### src/rtl/sr_bank_ctrl.sv
// Round-robin sequencer for a bank of SR flops: one set/clear strobe per granted command,
// followed by a readback check and a one-cycle ack (with err) to the requester that was served.
module sr_bank_ctrl #(
    parameter int NREQ = 4,
    parameter int NFF  = 8,
    parameter int IDXW = 3
) (
    input  logic                   clk,
    input  logic                   rst_n,
    input  logic [NREQ-1:0]        req,
    input  logic [2*NREQ-1:0]      cmd,
    input  logic [IDXW*NREQ-1:0]   idx,
    output logic [NREQ-1:0]        ack,
    output logic                   err,
    output logic [NFF-1:0]         s_vec,
    output logic [NFF-1:0]         r_vec,
    input  logic [NFF-1:0]         q_vec,
    output logic                   busy,
    output logic [1:0]             dbg_state
);

    localparam int PW = $clog2(NREQ);
    localparam logic [IDXW:0] NFF_L = (IDXW+1)'(NFF);

    typedef enum logic [1:0] {IDLE = 2'd0, ISSUE = 2'd1, CHECK = 2'd2} state_t;

    state_t          state, state_nx;
    logic [PW-1:0]   ptr, owner, win;
    logic [IDXW-1:0] idx_q, win_idx;
    logic [1:0]      win_cmd;
    logic [NREQ-1:0] req_rot;
    logic [NFF-1:0]  win_hot;
    logic            bad, expected, win_vld, win_legal, win_set, chk_q;

    function automatic logic [NFF-1:0] decode(input logic [IDXW-1:0] x);
        logic [NFF-1:0] d;
        d = '0;
        for (int i = 0; i < NFF; i++) d[i] = (x == IDXW'(i));
        return d;
    endfunction

    // Handshake: a requester holds req (with stable cmd/idx) until it sees its one-cycle
    // ack; once latched in IDLE its op completes even if req drops meanwhile.
    always_comb begin
        req_rot = NREQ'({req, req} >> ptr);
        win_vld = 1'b0;
        win     = '0;
        for (int k = 0; k < NREQ; k++) begin
            if (!win_vld && req_rot[k]) begin
                win_vld = 1'b1;
                win     = PW'((int'(ptr) + k) % NREQ);
            end
        end
        win_cmd = '0;
        win_idx = '0;
        for (int i = 0; i < NREQ; i++) begin
            if (win == PW'(i)) begin
                win_cmd = cmd[2*i +: 2];
                win_idx = idx[IDXW*i +: IDXW];
            end
        end
        win_hot   = decode(win_idx);
        win_legal = (win_cmd != 2'b00) && ({1'b0, win_idx} < NFF_L);
        // Toggle looks at the flag as it stands at the grant edge.
        win_set   = (win_cmd == 2'b10) || ((win_cmd == 2'b11) && !(|(q_vec & win_hot)));
    end

    assign chk_q     = |(q_vec & decode(idx_q));
    assign busy      = (state != IDLE);
    assign dbg_state = state;

    always_comb begin
        state_nx = state;
        ack      = '0;
        err      = 1'b0;
        case (state)
            IDLE:  if (win_vld) state_nx = win_legal ? ISSUE : CHECK;
            ISSUE: state_nx = CHECK;
            CHECK: begin
                state_nx = IDLE;
                for (int i = 0; i < NREQ; i++) ack[i] = (owner == PW'(i));
                err = bad || (chk_q != expected);
            end
            default: state_nx = IDLE;
        endcase
    end

    always_ff @(posedge clk or negedge rst_n) begin
        if (!rst_n) begin
            state    <= IDLE;
            ptr      <= '0;
            owner    <= '0;
            idx_q    <= '0;
            bad      <= 1'b0;
            expected <= 1'b0;
            s_vec    <= '0;
            r_vec    <= '0;
        end else begin
            state <= state_nx;
            s_vec <= '0;
            r_vec <= '0;
            if (state == IDLE && win_vld) begin
                owner    <= win;
                idx_q    <= win_idx;
                bad      <= !win_legal;
                expected <= win_legal && win_set;
                if (win_legal && win_set) s_vec <= win_hot;
                else if (win_legal)       r_vec <= win_hot;
            end
            // The served requester drops to lowest priority for the next grant.
            if (state == CHECK) ptr <= (owner == PW'(NREQ-1)) ? '0 : owner + 1'b1;
        end
    end

endmodule
### config.mk
export PLATFORM = sky130hd
export DESIGN_NAME = sr_bank_ctrl
export DESIGN_NICKNAME = d
export VERILOG_FILES = /design/src/rtl/sr_bank_ctrl.sv
export SDC_FILE = /design/constraint.sdc
export NUM_CORES = 1
export LEC_CHECK = 0
export CAP_MARGIN = 20
export CORE_MARGIN = 4
export CORE_UTILIZATION = 56
export DETAILED_ROUTE_END_ITERATION = 8
export DONT_BUFFER_PORTS = 1
export PLACE_DENSITY = 0.79
export RECOVER_POWER = 100
export SYNTH_ARGS = -nofsm -noshare
export SYNTH_HDL_FRONTEND = slang
export SYNTH_SLANG_ARGS = --single-unit
### constraint.sdc
create_clock -name clk -period 5.83 [get_ports clk]
set_input_delay 1.4575 -clock clk [delete_from_list [all_inputs] [get_ports clk]]
set_output_delay 1.4575 -clock clk [all_outputs]
set_load 0.01 [all_outputs]
==> flow_summary.ini <==
[timing]
min_period_ns = 4.01
tightestPinTransition_ns = 0.607
final_setup_violation_count = 0
fin_setup_tns_ns = 0
slew_viol_final = 0
hold_viol = 0
grt_setup_unrepaired = false
layout_worst_path_cycle_share = 0.688
f_max_mhz = 249
worst_slew_margin_rel = 0.595
fin_clk_skew_ns = 0.00364

[power]
net-switching-power_mw = 0.336
combinational_share_of_power = 0.499
p_per_area_mw_per_mm2 = 485
irDropWorstVdd_mv = 0.300
leakage_nw = 0.681
power_report.internal_total_mw = 0.409
power_switching_share = 0.451
seq_power_share = 0.392
power_frac_clock = 0.109

[synth]
yosysSeqAreaShare = 0.447
synth_area_per_cell_sq_um = 10.6
synthTopCellsByArea = sky130_fd_sc_hd__dfrtp_1 45%, sky130_fd_sc_hd__mux2i_1 8.0%, sky130_fd_sc_hd__nand2_1 4.7%
synth_top_area_cell = sky130_fd_sc_hd__dfrtp_1
postSynthRegisterBits = 27
synthesized_cell_area_sq_mm = 0.00151
yosysMostFrequentCell = sky130_fd_sc_hd__dfrtp_1
ys_dominant_reg_cell = sky130_fd_sc_hd__dfrtp_1
synth_top_cell_area_share = 0.447
synth-async-reset-ratio = 1.00
syn_nets = 180
postSynthCellCount = 142
yosysUniqueCellTypes = 34
synth_enable_flop_cells = 0
synthTopCellsByCount = 27 x sky130_fd_sc_hd__dfrtp_1, 19 x sky130_fd_sc_hd__nand2_1, 12 x sky130_fd_sc_hd__mux2i_1, 12 x sky130_fd_sc_hd__nor2_1, 7 x sky130_fd_sc_hd__nor3_1
synth-warning-count = 0

[route]
drt_iter0_markers = 27
detail_route.wirelength_um = 3070
viasPerCell = 6.18
wire_per_inst_um = 17.7
met3_length_um = 261
met2WireLength_um = 1520
dr_total_vias = 1075
ant_nets = 0
dr.pass1.iters = 4
top_layer_used = met4
routedLengthMet1_um = 1230
drc = 0

[cts]
cts-root-buf = sky130_fd_sc_hd__clkbuf_4
ctsHtreeMaxLevel = 1
cts_inserted_buffers = 3
clock_insertion_delay_worst_skew_ns = 0.33
cts_post_setup_buffers_inserted = 0
numClockSinks = 27
tritoncts = yes
reg_clk_slew_reported_paths_ns = 0.14
cts_hold_buf = 0
cts_max_path_buffers = 2
post_cts_resize_count = 0

[global_routing]
grt_pass1_vias = 1086
grt_usage = 0.187
gr-total-overflow = 0
antenna_violations_before_repair = 0
largest_net_degree_at_the_start_of_global_routing = 28
global_route_wire_length_before_repair_um = 4920

[die]
core_area_sq_mm = 0.00252
x_dimension_of_the_die_um = 59.9
floorplan.rows = 18
dieHeight_um = 59.9
floorplan.die_area_sq_mm = 0.00359
floorplan.initialDensity = 0.599
boundaryPins = 58

[layout]
seq_area_sq_um = 676
fill_cells = 221
area_growth_pct = 1.74
fin_nets = 183
multi_input_logic_area_sq_um = 771
antenna_cells_inserted = 0
final_layout_size_suffix_gt1_frac = 0.0903
final_area_sq_mm = 0.00154

[placement]
placement.io_buffers = 0
globalplace.congestion = 0.810
placement.cell_area_sq_mm = 0.00153
dp.final_hpwl_um = 2430

[setup_path]
cp.required_ns = 6.03
critPathCaptureType = flop
critical_path.startpoint_type = input port
crit_fanout = 11
path_class = input port to flop
crit_arrival_ns = 4.21

[min_path]
hold_path_class = flop to flop

[run]
max-cap-violations = 0

[outcome]
run_status = finished clean
[cells in the final DEF, fill, tap and decap left out, types with 4 or more instances in the layout]
cell                      instances
sky130_fd_sc_hd__dfrtp_1         27
sky130_fd_sc_hd__nor4_1           5
sky130_fd_sc_hd__ha_1             4
sky130_fd_sc_hd__nand2_1         19
sky130_fd_sc_hd__o21ai_0          5
sky130_fd_sc_hd__nor2_1          12
sky130_fd_sc_hd__a21oi_1          6
sky130_fd_sc_hd__and2_0           5
sky130_fd_sc_hd__nor3_1           7
sky130_fd_sc_hd__mux2i_1         12
sky130_fd_sc_hd__inv_1            6
[layer usage]
| metal | GRT usage | vias up |
|---|---|---|
| li1 | - | 513 |
| met1 | 0.227 | 508 |
| met2 | 0.302 | 47 |
| met3 | 0.0583 | 7 |
| met4 | 0.0854 | 0 |
| met5 | 0 | - |
[final timing paths]
check / slack (ns) / cells past startpoint / start / to
setup / recovery: 1.82 / 9 / req[0] / s_vec[4]
setup reg to reg: 2.42 / 9 / ptr[1] / s_vec[4]
min in group asynchronous: 0.80 / 0 / rst_n / ptr[0]
max in group asynchronous: 4.96 / 0 / rst_n / s_vec[3]
hold / removal: 0.50 / 2 / bad / bad
hold reg to reg: 0.50 / 2 / bad / bad
[worst max-delay path, cell delays in order]
cell                        delay (ns)
sky130_fd_sc_hd__a21oi_1          0.10
sky130_fd_sc_hd__o21a_1           0.12
sky130_fd_sc_hd__o22a_1           0.52
sky130_fd_sc_hd__mux2i_1          0.26
sky130_fd_sc_hd__mux2_1           0.37
sky130_fd_sc_hd__nand2b_1         0.31
sky130_fd_sc_hd__o32ai_1          0.17
sky130_fd_sc_hd__or3_1            0.45
sky130_fd_sc_hd__a2111oi_0        0.43
[registers in the layout, indices dropped and copies added (netlist names)]
name,count
owner,2
r_vec,8
expected,1
idx_q,3
ptr,2
s_vec,8
bad,1
dbg_state,2
[logic make-up after synthesis]
| group | count (synthesis) | synth area share |
|---|---|---|
| and+or+nand+nor | 57 | 0.194 |
| DFF | 27 | 0.447 |
| AOI/OAI and AO/OA | 24 | 0.123 |
| muxes | 21 | 0.171 |
| buffers and inverters | 8 | 0.0249 |
| adders and majority gates | 4 | 0.0331 |
| xor gates and xnor gates | 1 | 0.00580 |
[per-stage QoR]
stage | util | hold slack [ns] | power [mW] | instances | setup WS [ns]
after CTS | 0.620 | 0.506 | 0.769 | 174 | 1.92
after detailed placement | 0.608 | 0.472 | 0.689 | 170 | 1.92
after global routing | 0.609 | 0.540 | 0.808 | 174 | 1.55
final | 0.609 | 0.505 | 0.745 | 174 | 1.82
after floorplan | - | 0.447 | 0.618 | 142 | 2.02
after global placement | 0.608 | 0.461 | 0.672 | 170 | 1.92
[power by group through the flow]
| stage | clock (mW) | combinational [mW] | sequential (mW) |
|---|---|---|---|
| floorplan | 0 | 0.333 | 0.285 |
| global placement | 0 | 0.378 | 0.294 |
| detailed placement | 0 | 0.393 | 0.297 |
| CTS | 0.0820 | 0.394 | 0.293 |
| global route | 0.0916 | 0.417 | 0.299 |
| finish | 0.0811 | 0.372 | 0.292 |
[cell type report]
cell class / count / area share
Clock buffer: 3 / 0.0147
Clock inverter: 1 / 0.00489
Inverter: 6 / 0.0147
Multi-Input combinational cell: 107 / 0.502
Sequential cell: 27 / 0.440
Tap cell: 30 / 0.0244
Power figures use the tool's default switching activity.
